$ cat config.mk
export PLATFORM = sky130hd
export DESIGN_NAME = spike_rate_decoder
export DESIGN_NICKNAME = d
export VERILOG_FILES = /design/src/rtl/spike_pkg.sv /design/src/rtl/spike_rate_decoder_edge.sv /design/src/rtl/spike_rate_decoder.sv
export SDC_FILE = /design/constraint.sdc
export NUM_CORES = 1
export LEC_CHECK = 0
export BUFFER_PORTS_ARGS = -buffer_cell sky130_fd_sc_hd__buf_2
export CELL_PAD_IN_SITES_DETAIL_PLACEMENT = 0
export CELL_PAD_IN_SITES_GLOBAL_PLACEMENT = 1
export CORE_UTILIZATION = 39
export DETAILED_ROUTE_END_ITERATION = 16
export PLACE_DENSITY_LB_ADDON = 0.3
export SKIP_CTS_REPAIR_TIMING = 1
export SLEW_MARGIN = 20
export SYNTH_ARGS = -nofsm -noshare
export SYNTH_HDL_FRONTEND = slang
export SYNTH_SLANG_ARGS = --single-unit
$ cat constraint.sdc
create_clock -name clk -period 3 [get_ports clk]
set_input_delay 0.3 -clock clk [delete_from_list [all_inputs] [get_ports clk]]
set_output_delay 0.3 -clock clk [all_outputs]
set_load 0.02 [all_outputs]
$ cat src/rtl/spike_pkg.sv
// -----------------------------------------------------------------------------
// spike_pkg
// Shared types and constants for the spike rate decoder.
//   state_e        : decoder FSM states (IDLE, COUNT)
//   V_W            : membrane sample width
//   RATE_W         : width of the per-window spike count / rate output
//   ISI_W          : width of the inter-spike interval counter / output
//   THRESH_DEFAULT : default membrane level that counts as a spike
// -----------------------------------------------------------------------------
package spike_pkg;

    typedef enum logic {
        IDLE  = 1'b0,
        COUNT = 1'b1
    } state_e;

    localparam int V_W    = 8;
    localparam int RATE_W = 8;
    localparam int ISI_W  = 16;

    localparam logic [V_W-1:0] THRESH_DEFAULT = 8'd200;

endpackage

$ cat src/rtl/spike_rate_decoder_edge.sv
// -----------------------------------------------------------------------------
// spike_edge_detect
// Rising threshold-crossing detector on the membrane value.
// Ports:
//   clk    in  : clock, rising edge
//   rst_n  in  : synchronous active-low reset
//   clr    in  : clears the history (decoder not running)
//   v_mem  in  : membrane sample
//   thresh in  : spike threshold
//   spike  out : registered one-cycle pulse, the cycle after a crossing sample
// -----------------------------------------------------------------------------
module spike_edge_detect
    import spike_pkg::*;
(
    input  logic           clk,
    input  logic           rst_n,
    input  logic           clr,
    input  logic [V_W-1:0] v_mem,
    input  logic [V_W-1:0] thresh,
    output logic           spike
);

    logic [V_W-1:0] prev_v_q, prev_v_d;
    logic           primed_q, primed_d;
    logic           spike_q,  spike_d;

    // prev_v restarts at 0 after a clear, so the first sample after a clear
    // only primes the history; otherwise a membrane already sitting above
    // threshold would be reported as a fresh crossing.
    always_comb begin
        prev_v_d = '0;
        primed_d = 1'b0;
        spike_d  = 1'b0;
        if (!clr) begin
            prev_v_d = v_mem;
            primed_d = 1'b1;
            spike_d  = primed_q && (v_mem >= thresh) && (prev_v_q < thresh);
        end
    end

    always_ff @(posedge clk) begin
        if (!rst_n) begin
            prev_v_q <= '0;
            primed_q <= 1'b0;
            spike_q  <= 1'b0;
        end else begin
            prev_v_q <= prev_v_d;
            primed_q <= primed_d;
            spike_q  <= spike_d;
        end
    end

    assign spike = spike_q;

endmodule

$ cat src/rtl/spike_rate_decoder.sv
// -----------------------------------------------------------------------------
// spike_rate_decoder
// Turns a QIF membrane trace into spike pulses, a windowed spike rate and an
// inter-spike interval.
// Parameters:
//   WINDOW : rate window length in clk cycles (2 .. 2^24-1)
//   THRESH : membrane level that counts as a spike
// Ports:
//   clk        in  : clock, rising edge
//   rst_n      in  : synchronous active-low reset
//   ena        in  : decoder enable; dropping it abandons the current window
//   v_mem      in  : unsigned membrane value
//   spike      out : one-cycle pulse per rising threshold crossing
//   rate       out : spike count of the last completed window (saturating)
//   rate_valid out : one-cycle pulse when rate is loaded
//   overflow   out : last completed window lost spikes to saturation
//   isi        out : cycles between the last two spikes (saturating)
//   isi_valid  out : one-cycle pulse when isi is loaded
// -----------------------------------------------------------------------------
module spike_rate_decoder
    import spike_pkg::*;
#(
    parameter logic [23:0]    WINDOW = 24'd10_000_000,
    parameter logic [V_W-1:0] THRESH = THRESH_DEFAULT
) (
    input  logic              clk,
    input  logic              rst_n,
    input  logic              ena,
    input  logic [V_W-1:0]    v_mem,
    output logic              spike,
    output logic [RATE_W-1:0] rate,
    output logic              rate_valid,
    output logic              overflow,
    output logic [ISI_W-1:0]  isi,
    output logic              isi_valid
);

    state_e              state_q, state_d;
    logic [23:0]         win_cnt_q, win_cnt_d;
    logic [RATE_W-1:0]   spike_cnt_q, spike_cnt_d;
    logic                sat_q, sat_d;
    logic [ISI_W-1:0]    isi_cnt_q, isi_cnt_d;
    logic                armed_q, armed_d;
    logic [RATE_W-1:0]   rate_q, rate_d;
    logic                overflow_q, overflow_d;
    logic                rate_valid_q, rate_valid_d;
    logic [ISI_W-1:0]    isi_q, isi_d;
    logic                isi_valid_q, isi_valid_d;

    logic                run;
    logic                win_close;
    logic [RATE_W-1:0]   spike_cnt_sum;
    logic                sat_sum;

    function automatic logic [RATE_W-1:0] sat_inc_rate(input logic [RATE_W-1:0] x);
        return (&x) ? x : x + 1'b1;
    endfunction

    function automatic logic [ISI_W-1:0] sat_inc_isi(input logic [ISI_W-1:0] x);
        return (&x) ? x : x + 1'b1;
    endfunction

    // A cycle in COUNT with ena already low behaves as IDLE, so no pulse
    // can escape after the enable drops.
    assign run = (state_q == COUNT) && ena;

    spike_edge_detect u_edge (
        .clk    (clk),
        .rst_n  (rst_n),
        .clr    (!run),
        .v_mem  (v_mem),
        .thresh (THRESH),
        .spike  (spike)
    );

    // The spike pulse visible in the closing cycle still belongs to the
    // closing window, hence the sum is formed before the close decision.
    // Overflow means a spike was dropped, i.e. one arrived at a full count.
    assign win_close     = (win_cnt_q == WINDOW - 24'd1);
    assign spike_cnt_sum = spike ? sat_inc_rate(spike_cnt_q) : spike_cnt_q;
    assign sat_sum       = sat_q | (spike & (&spike_cnt_q));

    always_comb begin
        state_d = state_q;
        case (state_q)
            IDLE:    if (ena)  state_d = COUNT;
            COUNT:   if (!ena) state_d = IDLE;
            default: state_d = IDLE;
        endcase

        win_cnt_d    = '0;
        spike_cnt_d  = '0;
        sat_d        = 1'b0;
        isi_cnt_d    = '0;
        armed_d      = 1'b0;
        rate_d       = rate_q;
        overflow_d   = overflow_q;
        rate_valid_d = 1'b0;
        isi_d        = isi_q;
        isi_valid_d  = 1'b0;

        if (run) begin
            if (win_close) begin
                rate_d       = spike_cnt_sum;
                overflow_d   = sat_sum;
                rate_valid_d = 1'b1;
            end else begin
                win_cnt_d   = win_cnt_q + 24'd1;
                spike_cnt_d = spike_cnt_sum;
                sat_d       = sat_sum;
            end

            // The first spike only arms the interval counter.
            if (spike) begin
                if (armed_q) begin
                    isi_d       = isi_cnt_q;
                    isi_valid_d = 1'b1;
                end
                armed_d   = 1'b1;
                isi_cnt_d = {{(ISI_W-1){1'b0}}, 1'b1};
            end else begin
                armed_d   = armed_q;
                isi_cnt_d = armed_q ? sat_inc_isi(isi_cnt_q) : '0;
            end
        end
    end

    always_ff @(posedge clk) begin
        if (!rst_n) begin
            state_q      <= IDLE;
            win_cnt_q    <= '0;
            spike_cnt_q  <= '0;
            sat_q        <= 1'b0;
            isi_cnt_q    <= '0;
            armed_q      <= 1'b0;
            rate_q       <= '0;
            overflow_q   <= 1'b0;
            rate_valid_q <= 1'b0;
            isi_q        <= '0;
            isi_valid_q  <= 1'b0;
        end else begin
            state_q      <= state_d;
            win_cnt_q    <= win_cnt_d;
            spike_cnt_q  <= spike_cnt_d;
            sat_q        <= sat_d;
            isi_cnt_q    <= isi_cnt_d;
            armed_q      <= armed_d;
            rate_q       <= rate_d;
            overflow_q   <= overflow_d;
            rate_valid_q <= rate_valid_d;
            isi_q        <= isi_d;
            isi_valid_q  <= isi_valid_d;
        end
    end

    assign rate       = rate_q;
    assign overflow   = overflow_q;
    assign rate_valid = rate_valid_q;
    assign isi        = isi_q;
    assign isi_valid  = isi_valid_q;

endmodule

# Word-level counts from Yosys, hierarchy flattened
# Index checks and enable logic that the tools add are counted.
dict set report totals {
  wordCells 47
  reg_bits 88
  n_memories 0
  inputBits 11
  latch_bits 0
  rom_bits 0
  mem_bits_rw 0
  output_inout_bits 28
}
dict set report op_classes {
  addsub 3
  n_lt_le_gt_ge 2
  multipliers 0
  n_div 0
  n_mux 9
  reduce_logical 11
  eq_ne 2
  bitwise_logic 5
  n_shift 0
}
# cell count
set op_table {}
lappend op_table {{$add 24x1->24 const B} 1}
lappend op_table {{$eq 24x24->1 const B} 1}
lappend op_table {{$add 16x1->16 const B} 1}
lappend op_table {{$mux 8} 2}
lappend op_table {{$reduce_and 16->1} 1}
lappend op_table {{$add 8x1->8 const B} 1}
lappend op_table {{$ge 8x8->1 const B} 1}
lappend op_table {{$lt 8x8->1 const B} 1}
lappend op_table {{$reduce_and 8->1} 1}
lappend op_table {{$mux 1} 7}
lappend op_table {{$reduce_and 3->1} 2}
lappend op_table {{$reduce_and 2->1} 2}
lappend op_table {{$reduce_or 4->1} 1}
lappend op_table {{$logic_and 1x1->1} 3}
lappend op_table {{$ne 3x2->1 const B} 1}
lappend op_table {{$not 1->1} 3}
lappend op_table {{$reduce_or 3->1} 1}
lappend op_table {{$and 1x1->1} 1}
lappend op_table {{$or 1x1->1} 1}

# Depth between registers and ports, before layout
dict set report depth {
  word_depth 4
  ltp_mapped 6
  ltp_nobuf 5
}

# Modules after synthesis
# From an unflattened synthesis, not the netlist that was laid out.
dict set report unflattened {
  hier_cells 465
  area_unflattened_um2 4010.1
}
# module cells_each n_inst area_each_um2
set by_module_without_submodules {}
lappend by_module_without_submodules {spike_rate_decoder 402 1 3402.0}
lappend by_module_without_submodules {spike_edge_detect 63 1 608.1}

# Least setup slack after synthesis
# No wires, ideal clock.
dict set report synth_timing {
  kind {register to register}
  from {reg win_cnt_q[0]}
  to {reg rate_q[4] (netlist: rate[4])}
  synth_period_minus_slack_ps 2130
  required_time_ps 2930
  arrival_time_ps 2059
  path_buffers 1
  path_slack_ps 870
  setup_ps 70
  path_stages_with_launch 7
  path_cell_list {dfxtp_1 ha_1 nand4_4 or4_1 buf_2 or4b_1 a21oi_1}
}
dict set report synth_via {
  elab_chain_len 2
}
# element line_no
set synth_rtl {}
lappend synth_rtl {{start, declared} spike_rate_decoder.sv:39} ;# logic [23:0] win_cnt_q, win_cnt_d;
lappend synth_rtl {{start signal, assigned} spike_rate_decoder.sv:143} ;# win_cnt_q <= win_cnt_d;
lappend synth_rtl {{$eq 24x24->1} spike_rate_decoder.sv:79} ;# assign win_close = (win_cnt_q == WINDOW - 24'd1);
lappend synth_rtl {{$reduce_and 2->1 (no line)} -}
lappend synth_rtl {{end signal, assigned} spike_rate_decoder.sv:148} ;# rate_q <= rate_d;
lappend synth_rtl {{end, declared} spike_rate_decoder.sv:44} ;# logic [RATE_W-1:0] rate_q, rate_d;
# Every way passes these cells.
# A chain may end at the register's enable or synchronous reset.

# Worst setup path after layout
# Ends and elaborated chain as after synthesis.

==> flow_summary.json <==
{
  "status": "finished with violations",
  "violations": "DRC",
  "cts_root_buffer": "clkbuf_8",
  "fin_crit_sh_pct": 78.2,
  "initial_core_util_pct": 40.8,
  "critPathSlowestCell": "or4_1",
  "path_delay_family": "simple AND/OR/NAND/NOR gates",
  "dpl.hpwl_mm": 5.41,
  "gp_congestion": 0.791,
  "worst_pin_slew_ps": 879,
  "drtAntennaViolNets": 0,
  "critPathMaxFanout": 8,
  "drt_first_pass_iters": 10,
  "ys_seq_area_share_pct": 47.3,
  "wl_mm": 7.90,
  "cp_cell_sequence": "ha_1 > nand4_4 > or4_1 > or4b_1 > a21oi_1",
  "grt_use_total_pct": 17.8,
  "setup_viol": 0,
  "synth_edf_count": 0,
  "grt_busiest_layer": "met2",
  "routedWlPerCell_microns": 14.0,
  "cts_tree": "yes",
  "vdd_ir_drop_max_mv": 0.217,
  "fin_worst_skew_ps": 12.6,
  "slew_violations": 0,
  "maxCapViolations": 0,
  "grt_pass1_wl_mm": 13.7,
  "relSlewSlack_pct": 41.3,
  "die_w_microns": 98.0,
  "synthTopCellsByCount": "dfxtp_1, nand2_1, a21oi_1, nor2_1, o21ai_0",
  "max_freq_mhz": 426,
  "path_clk_slew_ps": 90,
  "power_per_cell_area_nw_per_um2": 483,
  "ys_seq_elements": 85,
  "rows": 34,
  "min_path_type": "input port to flop",
  "finalHoldViolations": 0,
  "viasPerCell": 5.53,
  "via_count": 3122,
  "seqCellArea_sq_um": 1700,
  "synth.distinct_cells": 48,
  "grt_max_degree": 33,
  "cts_max_level": 3,
  "dieArea_sq_um": 9610,
  "die-height_microns": 98.0,
  "fin_tns_setup_ps": 0,
  "multi_input_area_sq_um": 1800,
  "startpoint_type": "flop",
  "port_buffers": 35,
  "netlist_area_sq_um": 3600,
  "grt-ovfl-total": 0,
  "cp-end-kind": "flop",
  "grt_pass1_vias": 2890,
  "drc": 5,
  "rsz0062_at_grt": "no",
  "synth_area_per_cell_sq_um": 8.59,
  "netlist.top_cell.by_area": "dfxtp_1",
  "cpPeakStageDelay_ps": 720,
  "cts-buffers-inserted": 9,
  "area_growth_pct": 12.9,
  "synth_nets": 433,
  "path_class": "flop to flop",
  "path_buf_inv": 0,
  "leakagePower_nw": 1.36,
  "ys.warnings.count": 0,
  "min_period_ps": 2350,
  "nets": 466,
  "antenna-diode-count": 0,
  "grt_util_met2_pct": 28.6,
  "synth-async-reset-ratio_pct": 0,
  "yosysTopAreaCellShare_pct": 47.3,
  "syn-instance-count": 419,
  "required_ps": 3290,
  "n_fill_cell": 905,
  "dpl.cell_count": 549,
  "fin_cells": 565,
  "gr-usage-met3_pct": 3.29,
  "drive_gt1_share_pct": 12.5,
  "synth_area_leaders": "dfxtp_1, a21oi_1, nand2_1",
  "antenna_found_initial": 0,
  "cp.arrival_ps": 2630,
  "cts_buffer_depth": 2,
  "io-pin-count": 39,
  "clk_latency_ps": 360,
  "grt_use_met1_pct": 23.7,
  "synth_most_common_cell": "dfxtp_1",
  "ys.flop_type": "dfxtp_1",
  "cts_num_sinks": 85,
  "drt-initial-drc-count": 110,
  "core_area_sq_um": 8810
}
## stage by stage
step | total power, mW | setup slack, ps | cell area [sq um] | hold slack (ps) | utilization [%]
floorplan | 1.17 | 870 | 3600 | 422 | -
global placement | 1.18 | 681 | 3870 | 441 | 43.9
detailed placement | 1.18 | 654 | 3870 | 445 | 43.9
CTS | 1.98 | 650 | 4060 | 147 | 46.1
global route | 2.03 | 521 | 4060 | 157 | 46.1
finish | 1.96 | 654 | 4060 | 160 | 46.1
## state kept, by name, indices dropped and copies added, names as in the netlist
name	cells
isi_valid	1
armed_q	1
sat_q	1
rate_valid	1
win_cnt_q	24
state_q	1
spike_cnt_q	8
u_edge.primed_q	1
isi	16
u_edge.spike	1
isi_cnt_q	16
overflow	1
u_edge.prev_v_q	5
rate	8
## placed cells by master, fill, tap and decap left out, types with 3 or more instances in the layout
cell type / synthesis / final
clkbuf_8: 0 / 10
nor2_1: 40 / 40
nor3b_1: 4 / 4
o21ai_0: 19 / 19
nand3_1: 17 / 17
nor3_1: 9 / 9
nor4_1: 8 / 8
o31ai_1: 6 / 6
or4_1: 8 / 8
nor4b_1: 4 / 4
nand4_1: 9 / 9
a21oi_1: 41 / 41
and4_1: 6 / 6
ha_1: 3 / 3
o211ai_1: 3 / 3
xor2_1: 5 / 5
nand2_1: 52 / 52
inv_1: 9 / 9
xnor2_1: 11 / 11
and3_1: 11 / 11
or3_1: 10 / 10
a211oi_1: 4 / 4
and2_1: 7 / 7
dfxtp_1: 85 / 85
o2111ai_1: 3 / 3
buf_2: 1 / 35
buf_4: 0 / 3
## where the power goes
part           total, mW  switching, mW  internal (mW)
clock network      0.811          0.405          0.406
registers           1.13        0.00146           1.13
logic             0.0205         0.0146        0.00583
## kinds of logic after synthesis
group | share of synthesized area [%]
muxes | 0.557
xor gates and xnor gates | 3.90
DFF | 47.3
and+or+nand+nor | 29.0
adders and majority gates | 1.04
AOI/OAI and AO/OA | 15.5
buffers and inverters | 2.64
## worst paths after layout
kind                            from                             to  slack (ps)  cells after the start
min                         v_mem[7]  u_edge.prev_v_q[7]$_SDFF_PP0_         160                      2
min reg2reg      isi[3]$_SDFFE_PN0P_            isi[3]$_SDFFE_PN0P_         450                      2
max          win_cnt_q[0]$_SDFF_PP0_           rate[4]$_SDFFE_PN0P_         650                      5
max reg2reg  win_cnt_q[0]$_SDFF_PP0_           rate[4]$_SDFFE_PN0P_         650                      5
## routing by layer
metal | share of wire [%] | vias to the layer above
met4 | 1.4 | 0
met3 | 3.2 | 10
met5 | 0 | -
met2 | 45 | 54
met1 | 50 | 1466
li1 | - | 1592
## area by class of cell
class / instances / share of cell area, %
Clock buffer: 12 / 3.57
Inverter: 9 / 0.832
Multi-Input combinational cell: 309 / 44.3
Tap cell: 108 / 3.33
Clock inverter: 4 / 1.17
Timing Repair Buffer: 38 / 4.87
Sequential cell: 85 / 41.9
Note: power is estimated with default switching activity, not from simulation.
